[src/rtl/pipe_hazard_ctrl_pkg.sv]
// Shared CPU package: register-file geometry and the memory-port arbiter state encoding.
package pipe_hazard_ctrl_pkg;

  // Register-specifier width: 16 GPRs, R0 hardwired to zero.
  localparam int unsigned REG_W = 4;

  // Default width of the stall-cycle performance counter.
  localparam int unsigned STALL_CNT_W = 32;

  // Ownership state of the shared main-memory port.
  typedef enum logic [1:0] {
    IDLE   = 2'd0,
    FILL_D = 2'd1,
    FILL_I = 2'd2
  } arb_state_e;

  // Pipeline-register control bundle produced by the hazard unit.
  typedef struct packed {
    logic pc_stall;
    logic if_id_stall;
    logic if_id_flush;
    logic id_ex_stall;
    logic id_ex_flush;
    logic ex_mem_stall;
    logic mem_wb_bubble;
  } pipe_ctrl_t;

  // True when a source operand is actually read and names the given destination.
  function automatic logic src_hit(input logic used, input logic [REG_W-1:0] rs,
                                   input logic [REG_W-1:0] rd);
    return used && (rs == rd);
  endfunction

endpackage

[src/rtl/pipe_hazard_ctrl_if.sv]
// Pipeline <-> hazard-controller bundle: operand specifiers, cache misses, memory port, controls.
interface pipe_hazard_ctrl_if #(
  parameter int unsigned REG_W = pipe_hazard_ctrl_pkg::REG_W,
  parameter int unsigned CNT_W = pipe_hazard_ctrl_pkg::STALL_CNT_W
);

  logic [REG_W-1:0] id_rs1;
  logic [REG_W-1:0] id_rs2;
  logic             id_rs1_used;
  logic             id_rs2_used;
  logic             ex_mem_read;
  logic [REG_W-1:0] ex_rd;
  logic             id_mispredict;
  logic             icache_miss;
  logic             dcache_miss;
  logic             mem_ready;

  logic             mem_grant_i;
  logic             mem_grant_d;
  logic             pc_stall;
  logic             if_id_stall;
  logic             if_id_flush;
  logic             id_ex_stall;
  logic             id_ex_flush;
  logic             ex_mem_stall;
  logic             mem_wb_bubble;
  logic [CNT_W-1:0] stall_cycles;

  // Pipeline side: supplies hazard sources, consumes controls.
  modport master (
    output id_rs1, id_rs2, id_rs1_used, id_rs2_used, ex_mem_read, ex_rd,
           id_mispredict, icache_miss, dcache_miss, mem_ready,
    input  mem_grant_i, mem_grant_d, pc_stall, if_id_stall, if_id_flush,
           id_ex_stall, id_ex_flush, ex_mem_stall, mem_wb_bubble, stall_cycles
  );

  // Controller side.
  modport slave (
    input  id_rs1, id_rs2, id_rs1_used, id_rs2_used, ex_mem_read, ex_rd,
           id_mispredict, icache_miss, dcache_miss, mem_ready,
    output mem_grant_i, mem_grant_d, pc_stall, if_id_stall, if_id_flush,
           id_ex_stall, id_ex_flush, ex_mem_stall, mem_wb_bubble, stall_cycles
  );

endinterface

[src/rtl/pipe_hazard_ctrl_arbiter.sv]
// Shared main-memory port arbiter: D-side wins ties, a granted fill is never preempted.
module mem_port_arbiter
  import pipe_hazard_ctrl_pkg::*;
(
  input  logic       clk,
  input  logic       rst,
  input  logic       dcache_miss,
  input  logic       icache_miss,
  input  logic       mem_ready,
  output arb_state_e state,
  output logic       grant_d,
  output logic       grant_i
);

  arb_state_e state_next;

  // State and grant registers; grants decode the next state so they line up with state.
  always_ff @(posedge clk or posedge rst) begin
    if (rst) begin
      state   <= IDLE;
      grant_d <= 1'b0;
      grant_i <= 1'b0;
    end else begin
      state   <= state_next;
      grant_d <= (state_next == FILL_D);
      grant_i <= (state_next == FILL_I);
    end
  end

  // Next-state: mem_ready only matters while a fill is outstanding.
  always_comb begin
    state_next = state;
    unique case (state)
      IDLE: begin
        if (dcache_miss)      state_next = FILL_D;
        else if (icache_miss) state_next = FILL_I;
      end
      FILL_D: begin
        if (mem_ready) state_next = icache_miss ? FILL_I : IDLE;
      end
      FILL_I: begin
        if (mem_ready) state_next = IDLE;
      end
      default: state_next = IDLE;
    endcase
  end

endmodule

[src/rtl/pipe_hazard_ctrl.sv]
// Pipeline hazard controller: prioritised stall/flush generation plus stall-cycle counter.
module pipe_hazard_ctrl
  import pipe_hazard_ctrl_pkg::*;
#(
  parameter int unsigned REG_W = pipe_hazard_ctrl_pkg::REG_W,
  parameter int unsigned CNT_W = pipe_hazard_ctrl_pkg::STALL_CNT_W
) (
  input logic               clk,
  input logic               rst,
  pipe_hazard_ctrl_if.slave bus
);

  arb_state_e       arb_state;
  logic             grant_d;
  logic             grant_i;
  logic             dstall;
  logic             istall;
  logic             load_use;
  logic [REG_W-1:0] ex_rd;
  pipe_ctrl_t       ctrl;
  logic [CNT_W-1:0] stall_cnt;

  mem_port_arbiter u_arb (
    .clk         (clk),
    .rst         (rst),
    .dcache_miss (bus.dcache_miss),
    .icache_miss (bus.icache_miss),
    .mem_ready   (bus.mem_ready),
    .state       (arb_state),
    .grant_d     (grant_d),
    .grant_i     (grant_i)
  );

  assign ex_rd = bus.ex_rd;

  // Stall causes; a fill keeps stalling after the cache drops its miss flag.
  assign dstall   = bus.dcache_miss || (arb_state == FILL_D);
  assign istall   = bus.icache_miss || (arb_state == FILL_I);
  assign load_use = bus.ex_mem_read && (ex_rd != REG_W'(0)) &&
                    (src_hit(bus.id_rs1_used, bus.id_rs1, ex_rd) ||
                     src_hit(bus.id_rs2_used, bus.id_rs2, ex_rd));

  // Priority dstall > load_use > mispredict > istall; load_use defers the branch a cycle.
  always_comb begin
    ctrl = '0;
    if (dstall) begin
      ctrl.pc_stall      = 1'b1;
      ctrl.if_id_stall   = 1'b1;
      ctrl.id_ex_stall   = 1'b1;
      ctrl.ex_mem_stall  = 1'b1;
      ctrl.mem_wb_bubble = 1'b1;
    end else if (load_use) begin
      ctrl.pc_stall      = 1'b1;
      ctrl.if_id_stall   = 1'b1;
      ctrl.id_ex_flush   = 1'b1;
    end else if (bus.id_mispredict) begin
      ctrl.if_id_flush   = 1'b1;
    end else if (istall) begin
      ctrl.pc_stall      = 1'b1;
      ctrl.if_id_flush   = 1'b1;
    end
  end

  // Saturating count of cycles with the PC held.
  always_ff @(posedge clk or posedge rst) begin
    if (rst) begin
      stall_cnt <= '0;
    end else if (ctrl.pc_stall && (stall_cnt != '1)) begin
      stall_cnt <= stall_cnt + CNT_W'(1);
    end
  end

  assign bus.mem_grant_d   = grant_d;
  assign bus.mem_grant_i   = grant_i;
  assign bus.pc_stall      = ctrl.pc_stall;
  assign bus.if_id_stall   = ctrl.if_id_stall;
  assign bus.if_id_flush   = ctrl.if_id_flush;
  assign bus.id_ex_stall   = ctrl.id_ex_stall;
  assign bus.id_ex_flush   = ctrl.id_ex_flush;
  assign bus.ex_mem_stall  = ctrl.ex_mem_stall;
  assign bus.mem_wb_bubble = ctrl.mem_wb_bubble;
  assign bus.stall_cycles  = stall_cnt;

endmodule

[src/flat_wrapper.sv]
// flat-port wrapper written by rule: the top's interface ports become plain ports
module pipe_hazard_ctrl_flat import pipe_hazard_ctrl_pkg::*;
#(
  parameter int unsigned REG_W = pipe_hazard_ctrl_pkg::REG_W,
  parameter int unsigned CNT_W = pipe_hazard_ctrl_pkg::STALL_CNT_W
)
  (clk, rst, bus_id_rs1, bus_id_rs2, bus_id_rs1_used, bus_id_rs2_used, bus_ex_mem_read, bus_ex_rd, bus_id_mispredict, bus_icache_miss, bus_dcache_miss, bus_mem_ready, bus_mem_grant_i, bus_mem_grant_d, bus_pc_stall, bus_if_id_stall, bus_if_id_flush, bus_id_ex_stall, bus_id_ex_flush, bus_ex_mem_stall, bus_mem_wb_bubble, bus_stall_cycles);
  pipe_hazard_ctrl_if #(.REG_W(REG_W), .CNT_W(CNT_W)) bus_i ();
  input logic clk;
  input logic rst;
  input wire logic [$bits(bus_i.id_rs1)-1:0] bus_id_rs1;
  input wire logic [$bits(bus_i.id_rs2)-1:0] bus_id_rs2;
  input wire logic [$bits(bus_i.id_rs1_used)-1:0] bus_id_rs1_used;
  input wire logic [$bits(bus_i.id_rs2_used)-1:0] bus_id_rs2_used;
  input wire logic [$bits(bus_i.ex_mem_read)-1:0] bus_ex_mem_read;
  input wire logic [$bits(bus_i.ex_rd)-1:0] bus_ex_rd;
  input wire logic [$bits(bus_i.id_mispredict)-1:0] bus_id_mispredict;
  input wire logic [$bits(bus_i.icache_miss)-1:0] bus_icache_miss;
  input wire logic [$bits(bus_i.dcache_miss)-1:0] bus_dcache_miss;
  input wire logic [$bits(bus_i.mem_ready)-1:0] bus_mem_ready;
  output wire logic [$bits(bus_i.mem_grant_i)-1:0] bus_mem_grant_i;
  output wire logic [$bits(bus_i.mem_grant_d)-1:0] bus_mem_grant_d;
  output wire logic [$bits(bus_i.pc_stall)-1:0] bus_pc_stall;
  output wire logic [$bits(bus_i.if_id_stall)-1:0] bus_if_id_stall;
  output wire logic [$bits(bus_i.if_id_flush)-1:0] bus_if_id_flush;
  output wire logic [$bits(bus_i.id_ex_stall)-1:0] bus_id_ex_stall;
  output wire logic [$bits(bus_i.id_ex_flush)-1:0] bus_id_ex_flush;
  output wire logic [$bits(bus_i.ex_mem_stall)-1:0] bus_ex_mem_stall;
  output wire logic [$bits(bus_i.mem_wb_bubble)-1:0] bus_mem_wb_bubble;
  output wire logic [$bits(bus_i.stall_cycles)-1:0] bus_stall_cycles;
  assign bus_i.id_rs1 = bus_id_rs1;
  assign bus_i.id_rs2 = bus_id_rs2;
  assign bus_i.id_rs1_used = bus_id_rs1_used;
  assign bus_i.id_rs2_used = bus_id_rs2_used;
  assign bus_i.ex_mem_read = bus_ex_mem_read;
  assign bus_i.ex_rd = bus_ex_rd;
  assign bus_i.id_mispredict = bus_id_mispredict;
  assign bus_i.icache_miss = bus_icache_miss;
  assign bus_i.dcache_miss = bus_dcache_miss;
  assign bus_i.mem_ready = bus_mem_ready;
  assign bus_mem_grant_i = bus_i.mem_grant_i;
  assign bus_mem_grant_d = bus_i.mem_grant_d;
  assign bus_pc_stall = bus_i.pc_stall;
  assign bus_if_id_stall = bus_i.if_id_stall;
  assign bus_if_id_flush = bus_i.if_id_flush;
  assign bus_id_ex_stall = bus_i.id_ex_stall;
  assign bus_id_ex_flush = bus_i.id_ex_flush;
  assign bus_ex_mem_stall = bus_i.ex_mem_stall;
  assign bus_mem_wb_bubble = bus_i.mem_wb_bubble;
  assign bus_stall_cycles = bus_i.stall_cycles;
  pipe_hazard_ctrl #(.REG_W(REG_W), .CNT_W(CNT_W)) u_core (.clk(clk), .rst(rst), .bus(bus_i));
endmodule
[config.mk]
export PLATFORM = sky130hd
export DESIGN_NAME = pipe_hazard_ctrl_flat
export DESIGN_NICKNAME = d
export VERILOG_FILES = /design/src/rtl/pipe_hazard_ctrl_pkg.sv /design/src/rtl/pipe_hazard_ctrl_if.sv /design/src/rtl/pipe_hazard_ctrl_arbiter.sv /design/src/rtl/pipe_hazard_ctrl.sv /design/src/flat_wrapper.sv
export SDC_FILE = /design/constraint.sdc
export NUM_CORES = 1
export LEC_CHECK = 0
export CAP_MARGIN = 20
export CORE_ASPECT_RATIO = 0.7
export CORE_MARGIN = 1.5
export CORE_UTILIZATION = 40
export CTS_CLUSTER_DIAMETER = 150
export DETAILED_ROUTE_END_ITERATION = 7
export PLACE_DENSITY = 0.78
export SLEW_MARGIN = 30
export SYNTH_ARGS = -nofsm -noshare
export SYNTH_HDL_FRONTEND = slang
export SYNTH_SLANG_ARGS = --single-unit
[constraint.sdc]
create_clock -name clk -period 2.05 [get_ports clk]
set_input_delay 0.205 -clock clk [delete_from_list [all_inputs] [get_ports clk]]
set_output_delay 0.205 -clock clk [all_outputs]
set_load 0.02 [all_outputs]
* Word level (Yosys, flattened, before mapping)
Index checks and enable logic that the tools add are counted.
** Storage, ports and cells
- Bits of input ports :: 21
- Bits in writable memories :: 0
- Bits in registers :: 36
- Memory bits (read-only) :: 0
- Logic and storage cells :: 39
- Bits in latches :: 0
- Memories :: 0
- Output and inout bits :: 41
** Cells by class
- Multiplexer cells :: 17
- Shift-type cells :: 0
- Equal/unequal tests :: 7
- Reduce and logical (&&, ||, !) cells :: 10
- Order comparisons :: 0
- Bitwise logic cells :: 0
- Div/mod/pow operators :: 0
- Multipliers :: 0
- Add/subtract/negate cells :: 1
** Operator list (count)
- 32-bit by 1-bit adder with 32-bit output (second input constant) :: 1
- 32-bit != test (second input constant) :: 1
- 2-bit 2-to-1 mux :: 7
- 1-bit 2-to-1 mux :: 9
- 4-bit == test :: 2
- 2-bit one-hot mux with 3 select lines :: 1
- 1-bit logical AND :: 5
- 2-bit by 1-bit == test with 1-bit output (second input constant) :: 2
- 2-bit == test (second input constant) :: 2
- 4-bit nonzero test :: 1
- 1-bit logical OR :: 3
- 2-bit logical NOT :: 1

* Depth between registers and ports, before layout
Gate-level depths: netlist of run 1.
- Word-level depth :: 7
- Gate-level depth with buffers :: 8
- Mapped depth without buffers :: 7

* Modules after synthesis
Synthesis of run 1 repeated with hierarchy kept, for this count alone.
** Second synthesis, totals
- Cells, all modules :: 197
- Area total of the unflattened synthesis :: 1956.9 um^2
** Modules (own cells, without submodules)
- pipe_hazard_ctrl :: instances 1, area an instance 1783.0 um^2, sequential area each 800.8 um^2, cells an instance 184
- mem_port_arbiter :: instances 1, area an instance 173.9 um^2, sequential area each 100.1 um^2, cells an instance 13

* Worst setup path before layout of run 1
OpenSTA, ideal clock, no wires.
- Path type :: register to register
- Start :: register u_core.stall_cnt[13], in the netlist u_core.bus.stall_cycles[13]
- End :: register u_core.stall_cnt[2], in the netlist u_core.bus.stall_cycles[2]
- Library setup time :: 0.134 ns
- Slack :: 0.029 ns
- Period minus slack after synthesis :: 2.021 ns
- Arrival :: 1.887 ns
- Cell stages (with the launch flop) :: 7
- Path buffers :: 1
- Data required time :: 1.916 ns
- Cells stage by stage :: dfrtp_1 nand3_1 or3_4 or3_1 buf_2 and3_1 xor2_1
** Between the ends
- Longest elaborated chain between the ends :: 2
** Ends and longest elaborated chain
- start, declared :: RTL line pipe_hazard_ctrl.sv:21 : logic [CNT_W-1:0] stall_cnt;
- start signal, assigned :: RTL line pipe_hazard_ctrl.sv:69 : stall_cnt <= stall_cnt + CNT_W'(1);
- 32-bit != test :: RTL line pipe_hazard_ctrl.sv:68 : end else if (ctrl.pc_stall && (stall_cnt != '1)) begin
- 1-bit logical AND :: RTL line pipe_hazard_ctrl.sv:68
Every way passes these cells.
A chain may end at the register's enable or synchronous reset.

* Worst setup path in the final report of run 1
- Start :: register u_core.stall_cnt[0], in the netlist u_core.bus.stall_cycles[0]
- End :: register u_core.stall_cnt[14], in the netlist u_core.bus.stall_cycles[14]
** Between the ends
- Longest elaborated chain between the ends :: 2
- Elaborated cells between the ends (all ways) :: 3
- Classes of those cells :: add/sub (1); eq/ne (1); reduce/logical (1)
** Ends and longest elaborated chain
- branches (longest 2 deep; another with 32-bit by 1-bit adder with 32-bit output)
Several ways; the timed one is not identified.

==> results of run 1 <==
-- area by class of cell --
type	count	area (µm²)	share of cell area [%]
multi-input combinational	144	1050	35.0
sequential	36	901	29.9
timing repair buffer	92	848	28.1
clock buffer	5	68.8	2.28
tap	55	68.8	2.28
clock inverter	3	42.5	1.41
inverter	8	30.0	0.996
-- Yosys cell counts (2+ instances only) --
cell type | n | area, µm²
and3_1 | 8 | 50.1
buf_2 | 3 | 15.0
mux2_2 | 2 | 22.5
nor3_1 | 9 | 45.0
nand2_1 | 8 | 30.0
dfrtp_1 | 36 | 901
nand4b_1 | 2 | 17.5
and2_1 | 2 | 12.5
nor2b_1 | 2 | 12.5
and4_1 | 5 | 43.8
nor4b_1 | 2 | 17.5
buf_4 | 2 | 15.0
xor2_1 | 21 | 184
nand3_1 | 18 | 90.1
nand4_1 | 13 | 81.3
xnor2_1 | 16 | 140
nor2_1 | 14 | 52.6
inv_1 | 7 | 26.3
nor3_2 | 2 | 20.0
o21ai_0 | 3 | 15.0
a21oi_1 | 4 | 20.0
nor4_1 | 3 | 18.8
-- worst register-to-register path, stage by stage, from the launching register on --
cell,delay [ns]
dfrtp_1,0.39
ha_1,0.24
and3_1,0.20
nand4_1,0.17
nor3_2,0.08
nor2_2,0.16
nor4bb_2,0.32
buf_4,0.16
xor2_1,0.14
-- sequential cells by signal (all words and copies together) (netlist names) --
name and cells:
u_core.bus.stall_cycles 32, u_core.u_arb.state 2, u_core.u_arb.grant_i 1, u_core.u_arb.grant_d 1
-- power groups by stage --
stage | sequential (W) | combinational, W | clock (W)
finish | 0.000925 | 0.000955 | 0.000637
global route | 0.000941 | 0.00102 | 0.000684
CTS | 0.000923 | 0.000943 | 0.000644
detailed placement | 0.000937 | 0.000944 | 0
global placement | 0.000929 | 0.000928 | 0
floorplan | 0.00109 | 0.000297 | 0
-- repair_timing --
item | in CTS | in global routing
gates resized for setup | 12 | 22
setup endpoints to repair | 7 | 16
hold buffers | 0 | 0
setup buffers | 0 | 0
pin swaps | 1 | 1
gates cloned | 0 | 0
-- per-layer routing --
metal / track usage [%] / wire [µm]
met4: 5.30 / 74
met1: 29.5 / 2540
met2: 34.3 / 2440
met3: 6.43 / 316
met5: 0 / 0
-- cells by family after synthesis --
group | count (synthesis)
AND/OR/NAND/NOR | 94
XOR/XNOR | 37
flip-flops | 36
buffers and inverters | 15
AO/OA/AOI/OAI | 9
multiplexers | 3
adder cells (fa/ha/maj) | 1
-- worst paths after layout --
| kind | cells past startpoint | slack, ns | end |
|---|---|---|---|
| setup / recovery | 8 | 0.11 | u_core.bus.stall_cycles[14] |
| hold / removal | 3 | 0.31 | u_core.u_arb.grant_i |
| setup reg to reg | 8 | 0.11 | u_core.bus.stall_cycles[14] |
| hold reg to reg | 1 | 0.50 | u_core.bus.stall_cycles[27] |
| max in group asynchronous | 3 | 1.41 | u_core.bus.stall_cycles[16] |
| min in group clk | 1 | 0.50 | u_core.bus.stall_cycles[27] |
-- per-stage QoR --
stage	hold WS (ns)	std cells	TNS, ns	area [µm²]
3_3_place_gp	0.482	335	-5.29	2810
6_report	0.307	343	0	3010
5_1_grt	0.370	343	0	3010
3_5_place_dp	0.488	335	-7.24	2810
2_1_floorplan	0.362	195	0	1940
4_1_cts	0.332	343	0	2930
==> impl_metrics.yaml, run 1 <==
synthesis:
  synth-edff-count: 0
  yosys.area_share.simple_pct: 28.1
  ys_seq_area_share_pct: 46.4
  synth.area.mux_share_pct: 1.67
  syn_avg_cell_area_um2: 9.96
  synth_top_family_by_area: "simple AND/OR/NAND/NOR gates"
  ys_warn_count: 0
  synth_flop_cell: "dfrtp_1"
  ys_ff_latch: 36
  synth_compound_area_share_pct: 2.70
  yosysUniqueCellTypes: 35
  async_flop_share_pct: 100
  synthAdderAreaFrac_pct: 0.644
  synth_area_um2: 1940
  syn_nets: 217
  synth_xor_xnor_area_share_pct: 16.7
  synth_cells: 195
timing:
  final-setup-viol-count: 0
  timing.fmax_ghz: 0.516
  relSlewSlack_pct: 69.1
  final_max_slew_viol_count: 0
  rsz0062_at_grt: "no"
  setup_slack_ns: 0.114
  tightestPinTransition_ns: 0.464
  hold_viol_final: 0
  fin_worst_skew_ns: 0.00744
  fin_crit_ns: 1.94
  fin_crit_sh_pct: 94.5
worst_setup_path:
  startpoint: "u_core.bus.stall_cycles[0]"
  cp.required_ns: 2.27
  crit_arrival_ns: 2.16
  worst_setup_path_end_kind: "register"
  crit_fanout: 3
  rr_startpoint: "u_core.bus.stall_cycles[0]"
  startpoint_type: "register"
  critical_path_class: "register to register"
  crit_buf_inv: 1
  path_delay_family: "simple AND/OR/NAND/NOR gates"
  worst_path_max_delay_cell: "dfrtp_1"
  crit_path_cell_trace: "ha_1, and3_1, nand4_1, nor3_2, nor2_2, nor4bb_2, buf_4, xor2_1"
  critPathMaxStageDelay_ns: 0.39
die:
  chipHeight_um: 61.3
  dieArea_um2: 5290
  dieWidth_um: 86.3
  std_cell_rows: 20
  core-area_um2: 4500
  ios: 62
  start_util_pct: 43.1
clocking:
  cts_sinks: 36
  tritoncts: "yes"
  clk_pin_slew_worst_paths_ns: 0.08
  cts_buffer_depth: 2
  cts_root_buf: "clkbuf_8"
  cts_made_buffers: 5
  clock_latency_ns: 0.30
  htree_levels: 2
pwr:
  power.net_switching_w: 0.000867
  seqPwrFrac_pct: 36.7
  swShare_pct: 34.5
  clockPowerShare_pct: 25.3
  p_int_w: 0.00165
  total_power_w: 0.00252
  powerDensity_nw_per_um2: 835
  max-vdd-ir-drop_uv: 508
  pwr-share-comb_pct: 37.9
  p_leak_nw: 1.36
place:
  io_buffers: 61
  dp_hpwl_um: 3940
  gp_routability_congestion: 0.787
  place_ws_ns: -0.434
routing:
  drtIter0Drc: 127
  drc: 0
  via_per_inst: 5.38
  ant_nets: 0
  wl_per_cell_um: 15.6
  dr.pass1.iters: 4
  vias: 1847
  wirelength_um: 5370
global_routing:
  grt_pass1_vias: 1776
  grt_pass1_wl_um: 8540
  grt_max_degree: 37
  antenna_found_initial: 0
  grt.overflow.total: 0
  grt_usage_pct: 21.6
final_layout:
  syn_to_final_growth_pct: 55.1
  layout_common_cells: "clkdlybuf4s50_1 (50), dfrtp_1 (36), buf_4 (31), xor2_1 (21), nand3_1 (16)"
  final_common_cell: "clkdlybuf4s50_1"
  fin_util_pct: 66.9
  nNetsFinal: 309
  diodes: 0
  drive_above_1_share_pct: 21.9
  nFillCells: 366
outcome:
  outcome: "completed"
hold_path:
  min_path_type: "input port to async pin"
job:
  max_cap_violations: 0
Note: power is estimated with default switching activity, not from simulation.
==> inputs of run 2 (changes only) <==
- HOLD_SLACK_MARGIN: default -> 0.08
==> results of run 2 <==
Same layout as run 1: the final DEF is identical, and so are final timing and power.
==> inputs of run 3 (changes only) <==
- HOLD_SLACK_MARGIN: 0.08 -> 0.06
==> results of run 3 <==
Same layout as run 1: the final DEF is identical, and so are final timing and power.
